<file path="src/rtl/ahb_mem_bridge.sv">
// AHB-Lite slave that turns bus transfers into single-port memory requests.
// Registered request (MEN/MADDR/MWE) in the first data-phase cycle, memory
// wait states stretch the data phase, and every failure produces the
// two-cycle AHB ERROR response.
module ahb_mem_bridge #(
  parameter int unsigned DATA_WIDTH = 32,
  parameter int unsigned ADDR_BASE  = 0,
  parameter int unsigned MEM_BYTES  = 1048576,
  parameter int unsigned MAX_WAIT   = 16,
  localparam int unsigned DATA_BYTES = DATA_WIDTH / 8,
  localparam int unsigned ADDR_WIDTH = $clog2(MEM_BYTES) + 1,
  localparam int unsigned OFS        = $clog2(DATA_BYTES)
) (
  input  logic                  HCLK,
  input  logic                  HRESET,
  input  logic                  HSEL,
  input  logic                  HREADYIN,
  input  logic                  HWRITE,
  input  logic [1:0]            HTRANS,
  input  logic [2:0]            HSIZE,
  input  logic [2:0]            HBURST,
  input  logic [3:0]            HPROT,
  input  logic                  HMASTLOCK,
  input  logic [ADDR_WIDTH-1:0] HADDR,
  input  logic [DATA_WIDTH-1:0] HWDATA,
  output logic [DATA_WIDTH-1:0] HRDATA,
  output logic                  HREADYOUT,
  output logic                  HRESP,
  output logic                  MEN,
  output logic [DATA_BYTES-1:0] MWE,
  output logic [ADDR_WIDTH-1:0] MADDR,
  output logic [DATA_WIDTH-1:0] MDIN,
  input  logic                  MREADY,
  input  logic                  MERROR,
  input  logic [DATA_WIDTH-1:0] MDOUT,
  output logic [15:0]           ERRCNT
);

  localparam int unsigned WCNT_W = (MAX_WAIT == 0) ? 1 : $clog2(MAX_WAIT + 1);

  typedef enum logic [1:0] {
    S_IDLE,
    S_ACCESS,
    S_ERR1,
    S_ERR2
  } state_t;

  state_t                  state_q, state_d;
  logic [ADDR_WIDTH-1:0]   maddr_q;
  logic [DATA_BYTES-1:0]   mwe_q;
  logic                    write_q;
  logic [WCNT_W-1:0]       wait_q;
  logic [15:0]             errcnt_q;

  logic                    accept;
  logic                    range_ok, size_ok, align_ok, check_ok;
  logic                    timeout_hit;
  logic                    load;
  logic [ADDR_WIDTH-1:0]   align_mask;
  logic [ADDR_WIDTH-1:0]   rel_addr;
  logic [DATA_BYTES-1:0]   lanes;
  logic [63:0]             addr_ext;
  logic                    in_access;

  // Control signals that only matter for other slaves' timing are ignored.
  logic unused_inputs;
  assign unused_inputs = ^{HBURST, HPROT, HMASTLOCK, HTRANS[0]};

  assign accept    = HSEL & HTRANS[1] & HREADYIN;
  assign in_access = (state_q == S_ACCESS);

  // Address-phase checks: decode window, transfer size and natural alignment.
  assign addr_ext   = 64'(HADDR);
  assign range_ok   = (addr_ext >= 64'(ADDR_BASE)) &&
                      (addr_ext <= 64'(ADDR_BASE) + 64'(MEM_BYTES) - 64'd1);
  assign size_ok    = ({29'd0, HSIZE} <= OFS);
  assign align_mask = (ADDR_WIDTH'(1) << HSIZE) - ADDR_WIDTH'(1);
  assign align_ok   = ((HADDR & align_mask) == '0);
  assign check_ok   = range_ok & size_ok & align_ok;

  // Memory address is relative to the slave base, forced to a full data word.
  assign rel_addr = (HADDR - ADDR_WIDTH'(ADDR_BASE)) & ~ADDR_WIDTH'(DATA_BYTES - 1);

  // Byte lanes covered by an aligned transfer of 2^HSIZE bytes.
  always_comb begin
    lanes = '0;
    for (int unsigned i = 0; i < DATA_BYTES; i++) begin
      lanes[i] = ((i >> HSIZE) == (32'(HADDR[OFS-1:0]) >> HSIZE));
    end
  end

  // The last permitted wait cycle is the one where the counter shows MAX_WAIT-1.
  assign timeout_hit = (MAX_WAIT != 0) && !MREADY &&
                       (wait_q == WCNT_W'(MAX_WAIT - 1));

  // Next-state and handshake decode.
  // NOTE: every output of this block gets a default first, so no path can
  // leave one unassigned and infer a latch.
  always_comb begin
    state_d   = state_q;
    HREADYOUT = 1'b1;
    HRESP     = 1'b0;
    load      = 1'b0;
    case (state_q)
      S_IDLE: state_d = S_IDLE;
      S_ACCESS: begin
        HREADYOUT = MREADY & ~MERROR;
        if (MREADY && !MERROR)     state_d = S_IDLE;
        else if (MREADY && MERROR) state_d = S_ERR1;
        else if (timeout_hit)      state_d = S_ERR1;
      end
      S_ERR1: begin
        HREADYOUT = 1'b0;
        HRESP     = 1'b1;
        state_d   = S_ERR2;
      end
      S_ERR2: begin
        HRESP   = 1'b1;
        state_d = S_IDLE;
      end
      default: state_d = S_IDLE;
    endcase
    // A new address phase is only taken when the current data phase ends.
    if (HREADYOUT && accept) begin
      state_d = check_ok ? S_ACCESS : S_ERR1;
      load    = check_ok;
    end
  end

  // State register.
  // NOTE: sequential state uses non-blocking assignments so every flop samples
  // pre-edge values regardless of block ordering.
  always_ff @(posedge HCLK or posedge HRESET) begin
    if (HRESET) state_q <= S_IDLE;
    else        state_q <= state_d;
  end

  // Request registers: captured at accept, held stable for the whole access.
  always_ff @(posedge HCLK or posedge HRESET) begin
    if (HRESET) begin
      maddr_q <= '0;
      mwe_q   <= '0;
      write_q <= 1'b0;
    end else if (load) begin
      maddr_q <= rel_addr;
      mwe_q   <= HWRITE ? lanes : '0;
      write_q <= HWRITE;
    end
  end

  // Wait counter: restarts with each access, counts stalled ACCESS cycles.
  always_ff @(posedge HCLK or posedge HRESET) begin
    if (HRESET)                                      wait_q <= '0;
    else if (load)                                   wait_q <= '0;
    else if (in_access && !MREADY && wait_q != '1)   wait_q <= wait_q + WCNT_W'(1);
  end

  // Saturating count of completed ERROR responses.
  always_ff @(posedge HCLK or posedge HRESET) begin
    if (HRESET)                                         errcnt_q <= '0;
    else if (state_q == S_ERR2 && errcnt_q != 16'hFFFF) errcnt_q <= errcnt_q + 16'd1;
  end

  assign MEN    = in_access;
  assign MADDR  = maddr_q;
  assign MWE    = in_access ? mwe_q : '0;
  assign MDIN   = (in_access && write_q)  ? HWDATA : '0;
  assign HRDATA = (in_access && !write_q) ? MDOUT  : '0;
  assign ERRCNT = errcnt_q;

endmodule

</file>
<file path="config.mk">
export PLATFORM = sky130hd
export DESIGN_NAME = ahb_mem_bridge
export DESIGN_NICKNAME = d
export VERILOG_FILES = /design/src/rtl/ahb_mem_bridge.sv
export SDC_FILE = /design/constraint.sdc
export NUM_CORES = 1
export LEC_CHECK = 0
export ABC_AREA = 0
export CAP_MARGIN = 20
export CORE_MARGIN = 1.5
export CORE_UTILIZATION = 34
export DETAILED_ROUTE_END_ITERATION = 10
export PLACE_DENSITY = 0.92
export SLEW_MARGIN = 30
export SYNTH_ARGS = -nofsm -noshare
export SYNTH_HDL_FRONTEND = slang
export SYNTH_SLANG_ARGS = --single-unit
</file>
<file path="constraint.sdc">
create_clock -name HCLK -period 2.62 [get_ports HCLK]
set_clock_uncertainty 0.1 [all_clocks]
set_input_delay 0.524 -clock HCLK [delete_from_list [all_inputs] [get_ports HCLK]]
set_output_delay 0.524 -clock HCLK [all_outputs]
set_load 0.01 [all_outputs]
</file>
==> metrics.yaml <==
run_status:
  status: "complete, no violations"
critical_path:
  crit_cells: 5
  reg2reg_depth: 8
  start_kind: "flop"
  worstPathArrival_ns: 1.90
  cp_data_required_time_ns: 2.00
  critical_path_class: "flop to output pin"
  cp_top_family: "buffers and inverters"
  crit_path_max_fanout: 16
  path_buf_inv: 2
  end_kind: "output pin"
  cpPeakStageDelay_ns: 0.57
  critical_path.slowest_cell: "clkdlybuf4s50_1"
  path_cells: "nand2b_4 > nor2_4 > buf_6 > and2_1 > clkdlybuf4s50_1"
clock_network:
  cts_tree: "done"
  clk_pin_slew_ns: 0.08
  cts.sinks: 47
  holdBufCountCts: 0
  clk_latency_ns: 0.29
  htree_levels: 2
  cts_root_buffer: "clkbuf_8"
  cts_made_buffers: 5
  cts.path.max_buffers: 2
drt:
  met2RoutedLength_um: 5050
  highest-signal-layer: "met4"
  vias_cell: 4.83
  wl_met1_um: 3470
  detail_route.wirelength_um: 9270
  firstDrtPassIters: 4
  final_antenna_net_count: 0
  routed-via-count: 2789
  post-route-drc-count: 0
  routedWlPerCell_um: 16.1
  detail_route.iter0.violations: 76
  wl_met3_um: 675
synth:
  syn_area_um2: 2690
  synth-edff-count: 0
  synth_area_per_cell_um2: 10.2
  synth_seq_cells: 47
  synth_seq_area_share_pct: 43.7
  synthCells: 265
  synth-main-ff-cell: "dfrtp_1"
  yosysUniqueCellTypes: 42
  async_sr_flop_fraction_pct: 100
  ys_warn_count: 0
floorplan:
  initial_core_util_pct: 35.0
  io_pins: 213
  die_height_um: 92.0
  rows: 32
  core_area_um2: 7690
  area_enclosed_by_the_die_boundary_um2: 8450
  dieWidth_um: 92.0
timing:
  fmax_mhz: 396
  fin_tns_setup_ns: 0
  timing.final.crit_share_pct: 96.4
  layout_min_cycle_time_ns: 2.53
  unrepaired_setup_endpoints_after_global_routing: "no"
  hold_viol_final: 0
  finalSetupViolCount: 0
  slew-limit-headroom_pct: 64.3
  transition_time_of_the_tightest_slew_check_pin_ns: 0.536
  number_of_max_slew_violations_in_the_final_report: 0
power:
  power.density_cell_area_nw_per_um2: 653
  total_power_w: 0.00327
  leakage_nw: 2.31
  max-vdd-ir-drop_v: 0.000600
final_layout:
  mostFrequentLayoutCells: "197 x clkdlybuf4s50_1, 47 x dfrtp_1, 35 x and2_1"
  antenna_cells: 0
  area_growth_syn_to_layout_pct: 86.4
  nets: 584
  most_frequent_standard_cell_in_the_layout_excluding_fill_and_tap_cells: "clkdlybuf4s50_1"
  fraction_of_final_layout_cells_with_drive_strength_greater_than_1_pct: 13.1
place:
  routabilityCongestion: 0.841
  port_buffers: 201
  detailed_place_hpwl_um: 7290
global_route:
  grt_util_all_layers_pct: 20.9
  gr-total-overflow: 0
  grt_first_pass_wirelength_um: 14100
  grt_antenna_before_repair: 0
  first_global_vias: 2757
  grt_start_max_net_pins: 43
hold_path:
  path_type_of_the_worst_min_delay_path: "primary input to asynchronous set/reset pin"
flow_run:
  drv.max_cap_violation_count: 0
-- cells in the mapped netlist, types with 2 or more instances --
master | number | area share, %
a31oi_1 | 2 | 0.47
nand2_1 | 4 | 0.56
and2_1 | 35 | 8.1
inv_1 | 9 | 1.3
nand4_2 | 2 | 0.93
and3_1 | 34 | 7.9
nor2b_1 | 2 | 0.47
mux2i_1 | 2 | 0.74
a211oi_1 | 2 | 0.56
clkbuf_1 | 10 | 1.4
nor3_1 | 11 | 2.0
xnor2_1 | 2 | 0.65
ha_1 | 5 | 2.3
nand3_1 | 9 | 1.7
o21ai_0 | 3 | 0.56
nand2b_1 | 4 | 0.93
nor2_1 | 13 | 1.8
nor3_2 | 2 | 0.74
a21oi_1 | 3 | 0.56
xor2_1 | 14 | 4.6
nand4_1 | 3 | 0.70
mux2_2 | 22 | 9.2
dfrtp_1 | 47 | 44
buf_4 | 7 | 2.0
-- worst reg2reg max path: cells and delay by family, from the launching register on --
kind / cells / cell delay, ns
buffers and inverters: 1 / 0.19
DFF: 1 / 0.42
xor gates and xnor gates: 1 / 0.16
adders and majority gates: 2 / 0.44
and+or+nand+nor: 4 / 0.65
-- worst paths after layout --
path | slack, ns | start | end
min | 0.32 | HRESET | MADDR[14]
min in group HCLK | 0.41 | MADDR[12] | MADDR[12]
max reg2reg | 0.59 | wait_q[0] | wait_q[3]
max in group asynchronous | 1.35 | HRESET | mwe_q[0]
max | 0.09 | state_q[1] | HRDATA[2]
min reg2reg | 0.41 | MADDR[12] | MADDR[12]
-- metrics by stage --
| stage | cell area (µm²) | instances | hold WS, ns | worst slack [ns] | util (%) |
|---|---|---|---|---|---|
| after global placement | 4890 | 568 | 0.381 | -0.122 | 63.7 |
| after global routing | 5010 | 577 | 0.314 | 0.0181 | 65.2 |
| after detailed placement | 4890 | 568 | 0.396 | -0.139 | 63.7 |
| after floorplan | 2690 | 266 | 0.372 | 0.537 | - |
| final | 5010 | 577 | 0.323 | 0.0933 | 65.2 |
| after CTS | 4990 | 576 | 0.315 | -0.00950 | 64.9 |
-- metal layers --
metal	vias to the layer above	GRT usage, %
li1	1328	-
met1	1344	23.2
met2	110	39.8
met3	7	5.97
met4	0	3.59
met5	-	0
-- logic make-up after synthesis --
logic type / Yosys count / synth area share, %
AND/OR/NAND/NOR: 128 / 29.2
flip-flops: 47 / 43.7
multiplexers: 26 / 10.9
buffers and inverters: 26 / 4.60
AO/OA/AOI/OAI: 16 / 3.86
XOR/XNOR: 16 / 5.21
adder cells (fa/ha/maj): 5 / 2.33
other: 1 / 0.139
-- area by class of cell --
cell class	instances	area (µm²)
inverter	9	33.8
tap	102	128
fill	578	2670
timing repair buffer	218	2170
multi-input combinational	193	1420
clock inverter	1	8.76
sequential	47	1180
clock buffer	7	86.3
-- state kept, by name, indices dropped and copies added (netlist names) --
signal	flops
mwe_q	4
wait_q	5
ERRCNT	16
write_q	1
MADDR	19
state_q	2
-- power by group --
part / total (W) / switching (W) / internal [W]
Sequential: 0.00106 / 0.000152 / 0.000912
Combinational: 0.00176 / 0.000757 / 0.00100
Clock: 0.000452 / 0.000236 / 0.000216
-- repair_timing --
action | in CTS | in global routing
endpoints found under the hold margin | 0 | 0
gates resized for setup | 6 | 7
gates cloned | 0 | 1
setup buffers | 0 | 0
setup endpoints to repair | 39 | 59
Note: power is estimated with default switching activity, not from simulation.
